## src/rtl/mpmc11_fifo_rd_arb.sv

```systemverilog
// mpmc11_fifo_rd_arb: read-side scheduler for the mpmc11 per-port request FIFOs.
// Picks one eligible FWFT FIFO per grant by round-robin, pops it while capturing
// its head entry, and presents that entry to the memory-controller FSM with a
// valid/ready handshake. A retry (rty) re-presents the held entry after a back-off;
// entries that exhaust MAX_RETRY are dropped with an err_drop pulse.
//
// Optional feature macro: MPMC11_FIFO_ARB_URGENT_EN
//   When defined, eligible ports with fifo_prog_full=1 are served ahead of the
//   others, still using the shared round-robin pointer.
//
// ENTRY_W must equal $bits(mpmc11_fifoe_t) of the surrounding design.

module mpmc11_fifo_rd_arb #(
    parameter int unsigned NPORT     = 8,
    parameter int unsigned RETRY_DLY = 4,
    parameter int unsigned MAX_RETRY = 15,
    parameter int unsigned ENTRY_W   = 64,
    localparam int unsigned PW       = (NPORT > 1) ? $clog2(NPORT) : 1
) (
    input  logic                            rd_clk,
    input  logic                            rst,
    input  logic [NPORT-1:0]                fifo_empty,
    input  logic [NPORT-1:0]                fifo_rst_busy,
    input  logic [NPORT-1:0]                fifo_prog_full,
    input  logic [NPORT-1:0][ENTRY_W-1:0]   fifo_dout,
    output logic [NPORT-1:0]                fifo_rd,
    output logic [ENTRY_W-1:0]              req_o,
    output logic [PW-1:0]                   req_port,
    output logic                            req_valid,
    input  logic                            req_ready,
    input  logic                            rty,
    output logic [7:0]                      rty_cnt,
    output logic                            err_drop,
    output logic                            busy
);

    typedef enum logic [1:0] {
        StIdle,
        StValid,
        StRetry
    } state_e;

    state_e              state_q, state_d;
    logic [PW-1:0]       last_q, last_d;
    logic [ENTRY_W-1:0]  req_q, req_d;
    logic [PW-1:0]       port_q, port_d;
    logic [7:0]          rty_cnt_q, rty_cnt_d;
    logic [7:0]          dly_q, dly_d;
    logic                err_drop_q, err_drop_d;

    logic [NPORT-1:0]    eligible;
    logic [NPORT-1:0]    cand;
    logic                gnt_found;
    logic [PW-1:0]       gnt_idx;
    logic [31:0]         pos;
    logic                do_grant;
    logic [8:0]          rty_inc;

    // A FIFO can be popped only when it holds data and is out of its read reset.
    assign eligible = ~fifo_empty & ~fifo_rst_busy;

`ifdef MPMC11_FIFO_ARB_URGENT_EN
    logic [NPORT-1:0] urgent;

    // Near-full FIFOs pre-empt the rest; fall back to all eligible ports otherwise.
    assign urgent = eligible & fifo_prog_full;
    assign cand   = (|urgent) ? urgent : eligible;
`else
    logic unused_prog_full;

    assign unused_prog_full = ^fifo_prog_full;
    assign cand             = eligible;
`endif

    // Round-robin search starting one past the last granted port, wrapping modulo NPORT.
    always_comb begin
        gnt_found = 1'b0;
        gnt_idx   = '0;
        pos       = '0;
        for (int unsigned k = 1; k <= NPORT; k++) begin
            pos = (32'(last_q) + k) % NPORT;
            if (!gnt_found && cand[pos[PW-1:0]]) begin
                gnt_found = 1'b1;
                gnt_idx   = pos[PW-1:0];
            end
        end
    end

    assign rty_inc = {1'b0, rty_cnt_q} + 9'd1;

    // Next-state logic: handshake, retry back-off and grant/capture.
    always_comb begin
        state_d    = state_q;
        last_d     = last_q;
        req_d      = req_q;
        port_d     = port_q;
        rty_cnt_d  = rty_cnt_q;
        dly_d      = dly_q;
        err_drop_d = 1'b0;
        do_grant   = 1'b0;

        unique case (state_q)
            StIdle: begin
                if (gnt_found) begin
                    do_grant = 1'b1;
                    state_d  = StValid;
                end
            end
            StValid: begin
                // rty outranks req_ready; the held entry is never popped again.
                if (rty) begin
                    rty_cnt_d = (rty_cnt_q == 8'hFF) ? 8'hFF : rty_inc[7:0];
                    if (rty_inc >= 9'(MAX_RETRY)) begin
                        err_drop_d = 1'b1;
                        state_d    = StIdle;
                    end else begin
                        dly_d   = 8'(RETRY_DLY);
                        state_d = StRetry;
                    end
                end else if (req_ready) begin
                    if (gnt_found) begin
                        do_grant = 1'b1;
                    end else begin
                        state_d = StIdle;
                    end
                end
            end
            StRetry: begin
                // Leaves after exactly RETRY_DLY cycles with req_valid low.
                dly_d = dly_q - 8'd1;
                if (dly_q <= 8'd1) begin
                    state_d = StValid;
                end
            end
            default: begin
                state_d = StIdle;
            end
        endcase

        if (do_grant) begin
            last_d    = gnt_idx;
            req_d     = fifo_dout[gnt_idx];
            port_d    = gnt_idx;
            rty_cnt_d = '0;
        end
    end

    // One-hot pop strobe in the grant cycle, suppressed while reset is asserted.
    always_comb begin
        fifo_rd = '0;
        if (do_grant && !rst) begin
            fifo_rd[gnt_idx] = 1'b1;
        end
    end

    // State and captured-entry registers with synchronous reset.
    always_ff @(posedge rd_clk) begin
        if (rst) begin
            state_q    <= StIdle;
            last_q     <= PW'(NPORT - 1);
            req_q      <= '0;
            port_q     <= '0;
            rty_cnt_q  <= '0;
            dly_q      <= '0;
            err_drop_q <= 1'b0;
        end else begin
            state_q    <= state_d;
            last_q     <= last_d;
            req_q      <= req_d;
            port_q     <= port_d;
            rty_cnt_q  <= rty_cnt_d;
            dly_q      <= dly_d;
            err_drop_q <= err_drop_d;
        end
    end

    assign req_o     = req_q;
    assign req_port  = port_q;
    assign req_valid = (state_q == StValid);
    assign rty_cnt   = rty_cnt_q;
    assign err_drop  = err_drop_q;
    assign busy      = (state_q != StIdle);

endmodule
```

## config.mk

```make
export PLATFORM = sky130hd
export DESIGN_NAME = mpmc11_fifo_rd_arb
export DESIGN_NICKNAME = d
export VERILOG_FILES = /design/src/rtl/mpmc11_fifo_rd_arb.sv
export SDC_FILE = /design/constraint.sdc
export NUM_CORES = 1
export LEC_CHECK = 0
export BUFFER_PORTS_ARGS = -buffer_cell sky130_fd_sc_hd__buf_2
export CAP_MARGIN = 20
export CORE_AREA = 3 3 240 242
export CTS_BUF_LIST = sky130_fd_sc_hd__clkbuf_16
export DETAILED_ROUTE_END_ITERATION = 10
export DIE_AREA = 0 0 243 245
export SYNTH_ARGS = -nofsm -noshare
export SYNTH_HDL_FRONTEND = slang
export SYNTH_SLANG_ARGS = --single-unit
```

## constraint.sdc

```tcl
create_clock -name rd_clk -period 5.7 [get_ports rd_clk]
set_input_delay 0.285 -clock rd_clk [delete_from_list [all_inputs] [get_ports rd_clk]]
set_output_delay 0.285 -clock rd_clk [all_outputs]
set_load 0.005 [all_outputs]
```

==> flow_summary.ini <==
[power_and_ir_drop]
seq_power_share_pct = 8.9
p_clk_share_pct = 6.0
p_total_uw = 11440
share_comb_of_total_power_pct = 85.1
peakVddDrop_mv = 0.4933
switching_power_uw = 6622
sw_frac_of_total_pct = 57.87
p_int_uw = 4821
leakagePower_uw = 0.006275
power_density_mw_per_mm2 = 878.2

[finish]
drive_gt1_share_pct = 39.48
mostFrequentLayoutCell = buf_2
fill_cells = 6386
final_cell_mix = buf_2 (617), nand2_1 (278), a211oi_1 (134), and3_1 (129), dfxtp_1 (89)
fin_cells = 2528
nets = 2323
area_delta_synth_final_pct = 47.80

[setup_path]
arrival_ns = 4.35
cp_cell_sequence = inv_2, ha_1, xnor2_1, mux4_2, o21ai_0, a221o_4, nand2_8, buf_4, nor3_1, buf_2
crit_fanout = 45
end_kind = output pin
slowest_stage = mux4_2
worst-path-buf-inv = 3
worstPathRequired_ns = 5.41
slowest_delay_ns = 0.62
start_kind = register
reg2reg_slack_ns = 1.09
worstSetupPathType = register to output pin
crit_family = compound AO/OA/AOI/OAI gates
r2r-end = req_o[37]
crit-reg2reg-launch = last_q[1]
reg2reg_depth = 11

[cts]
cts_tree = built
cts_buffers = 9
clock-root-buffer = clkbuf_16
path_clk_slew_ns = 0.08
cts_max_level = 3
cts_resized = 0
clock_path_buffers = 2
clock_sinks = 89
postCtsHoldBufs = 0
post-cts-setup-buffers = 0
insertion_delay_ns = 0.39

[timing]
relSlewSlack_pct = 36.90
drv_slew = 0
rsz0062_at_grt = false
fin_tns_setup_ns = 0
setup_violations = 0
setup_slack_ns = 1.061
min_period_over_period_pct = 81.39
hold_viol = 0
max_freq_mhz = 215.6
finClkSkew_ns = 0.01559
worstMarginPinSlew_ns = 0.9465
period_needed_ns = 4.639

[global_route]
grt_pass1_wl_microns = 71720
grt_pass1_vias = 11900
grt_max_degree = 75
grt_use_met1_pct = 18.17
antenna_found_initial = 6
grt-ovfl-total = 0
grt.total_usage_pct = 15.79
gr-max-usage-layer = met2
met2_usage_pct = 27.46
use_met3_pct = 3.703

[logic_synthesis]
async_flop_share_pct = 0
syn_area_per_cell_sq_um = 7.070
synth-simple-area-share_pct = 30.61
yosys_warnings = 0
yosys.area.top_type = dfxtp_1
synth_cell_types = 57
synth_compound_area_share_pct = 34.42
ys_top_cells_by_area = dfxtp_1 (20%), nand2_1 (12%), a211oi_1 (11%)
yosysSeqAreaShare_pct = 20.21
muxShareOfSynthArea_pct = 4.400
synth_top_area_share_pct = 20.21
synth_xor_xnor_area_share_pct = 1.093
mappedNetlistNets = 1797
synthFlopType = dfxtp_1
ys_ff_latch = 89
synthAdderAreaFrac_pct = 1.419
synth-edff-count = 0
synth_area_sq_mm = 0.008816
synth_top_family_by_area = compound AO/OA/AOI/OAI gates
synth_cells = 1247

[drt]
route.vias.total = 12180
drt-initial-drc-count = 705
first_pass_iters = 5
ant_nets = 0
drc = 0
via_per_inst = 4.818
wire_per_inst_microns = 19.82
routed_wl_microns = 50110

[floorplanning]
coreArea_sq_mm = 0.05531
die_h_microns = 245
ios = 626
initial_core_util_pct = 15.94
dieArea_sq_mm = 0.05954
fp-row-count = 86
die_w_microns = 243

[placed_design]
io_buffers = 617
dpl.cell_count = 2510
gp_congestion = 0.9035
place_ws_ns = 1.080
dpl.hpwl_microns = 38710

[worst_hold_path]
min_from = rty
hold_path.class = input pin to register
min_path_cells = 3
holdPathEnd = err_drop

[status]
status = finished clean

[flow_run]
cap_viol_max_count = 0
==> power by group through the flow <==
stage	Clock (uW)	Combinational (uW)	Sequential, uW
detailed placement	0	9770	1040
finish	681	9740	1020
global placement	0	9770	1030
global route	734	10600	1050
CTS	726	9790	1020
floorplan	0	6420	1020
==> per-layer routing <==
layer,part of all wire [%],vias up
li1,-,5818
met1,39,5628
met2,48,629
met3,7.9,99
met4,4.4,6
met5,0.082,-
==> through the flow <==
step / util [%] / instance area (sq um) / hold WS (ns)
after floorplan: - / 8816 / 0.4496
after global placement: 22.99 / 12710 / 0.4424
after detailed placement: 22.99 / 12710 / 0.4493
after CTS: 23.55 / 13030 / 0.1961
after global routing: 23.55 / 13030 / 0.2207
final: 23.56 / 13030 / 0.2301
==> cell type report <==
class / count / area, sq um / area share, %
Inverter: 14 / 52.55 / 0.4033
Timing Repair Buffer: 656 / 3518 / 27.00
Tap cell: 748 / 935.9 / 7.183
Sequential cell: 89 / 1782 / 13.67
Clock buffer: 9 / 225.2 / 1.728
Antenna cell: 2 / 5.005 / 0.03841
Clock inverter: 7 / 85.08 / 0.6530
Multi-Input combinational cell: 1003 / 6426 / 49.32
==> sequential cells by signal, summed over array words and instances, names as in the netlist <==
| name | cells |
|---|---|
| err_drop | 1 |
| rty_cnt | 8 |
| req_o | 64 |
| dly_q | 8 |
| req_port | 3 |
| last_q | 3 |
| state_q | 2 |
==> worst min-delay path: stages <==
cell     delay, ns
buf_2         0.12
nand2_1       0.11
nor3_1        0.05
==> Yosys cell counts (all sizes together), types with 2 or more instances <==
library cell	number
clkbuf	93
or3	2
o221ai	2
dfxtp	89
o31ai	2
a21oi	22
buf	48
nand3	10
a211oi	134
o22ai	3
o21ai	9
inv	14
a32o	65
ha	10
o211ai	4
mux2	2
a21o	9
a311oi	2
nor2	33
mux2i	5
and2	4
and3	129
o21bai	66
xnor2	4
nand4	67
a221o	2
nor3	23
nand2b	7
nor4	3
mux4	14
a31oi	68
nand2	279
xor2	7
==> worst max path at each step <==
| stage | startpoint | endpoint | slack (ns) | depth (start not counted) |
|---|---|---|---|---|
| 3_5_place_dp | last_q[1] | req_o[37] | 1.08 | 11 |
| 5_1_grt | last_q[1] | fifo_rd[3] | 0.70 | 10 |
| 3_3_place_gp | last_q[1] | req_o[37] | 1.09 | 11 |
| 2_1_floorplan | last_q[1] | req_o[18] | 2.14 | 14 |
| 6_report | last_q[1] | fifo_rd[1] | 1.06 | 10 |
| 4_1_cts | last_q[1] | fifo_rd[1] | 0.96 | 10 |
==> logic make-up after synthesis <==
kind of cell / Yosys count
adder cells (fa/ha/maj): 10
AND/OR/NAND/NOR: 561
flip-flops: 89
buffers and inverters: 155
multiplexers: 21
AO/OA/AOI/OAI: 400
XOR/XNOR: 11
Power figures use the tool's default switching activity.
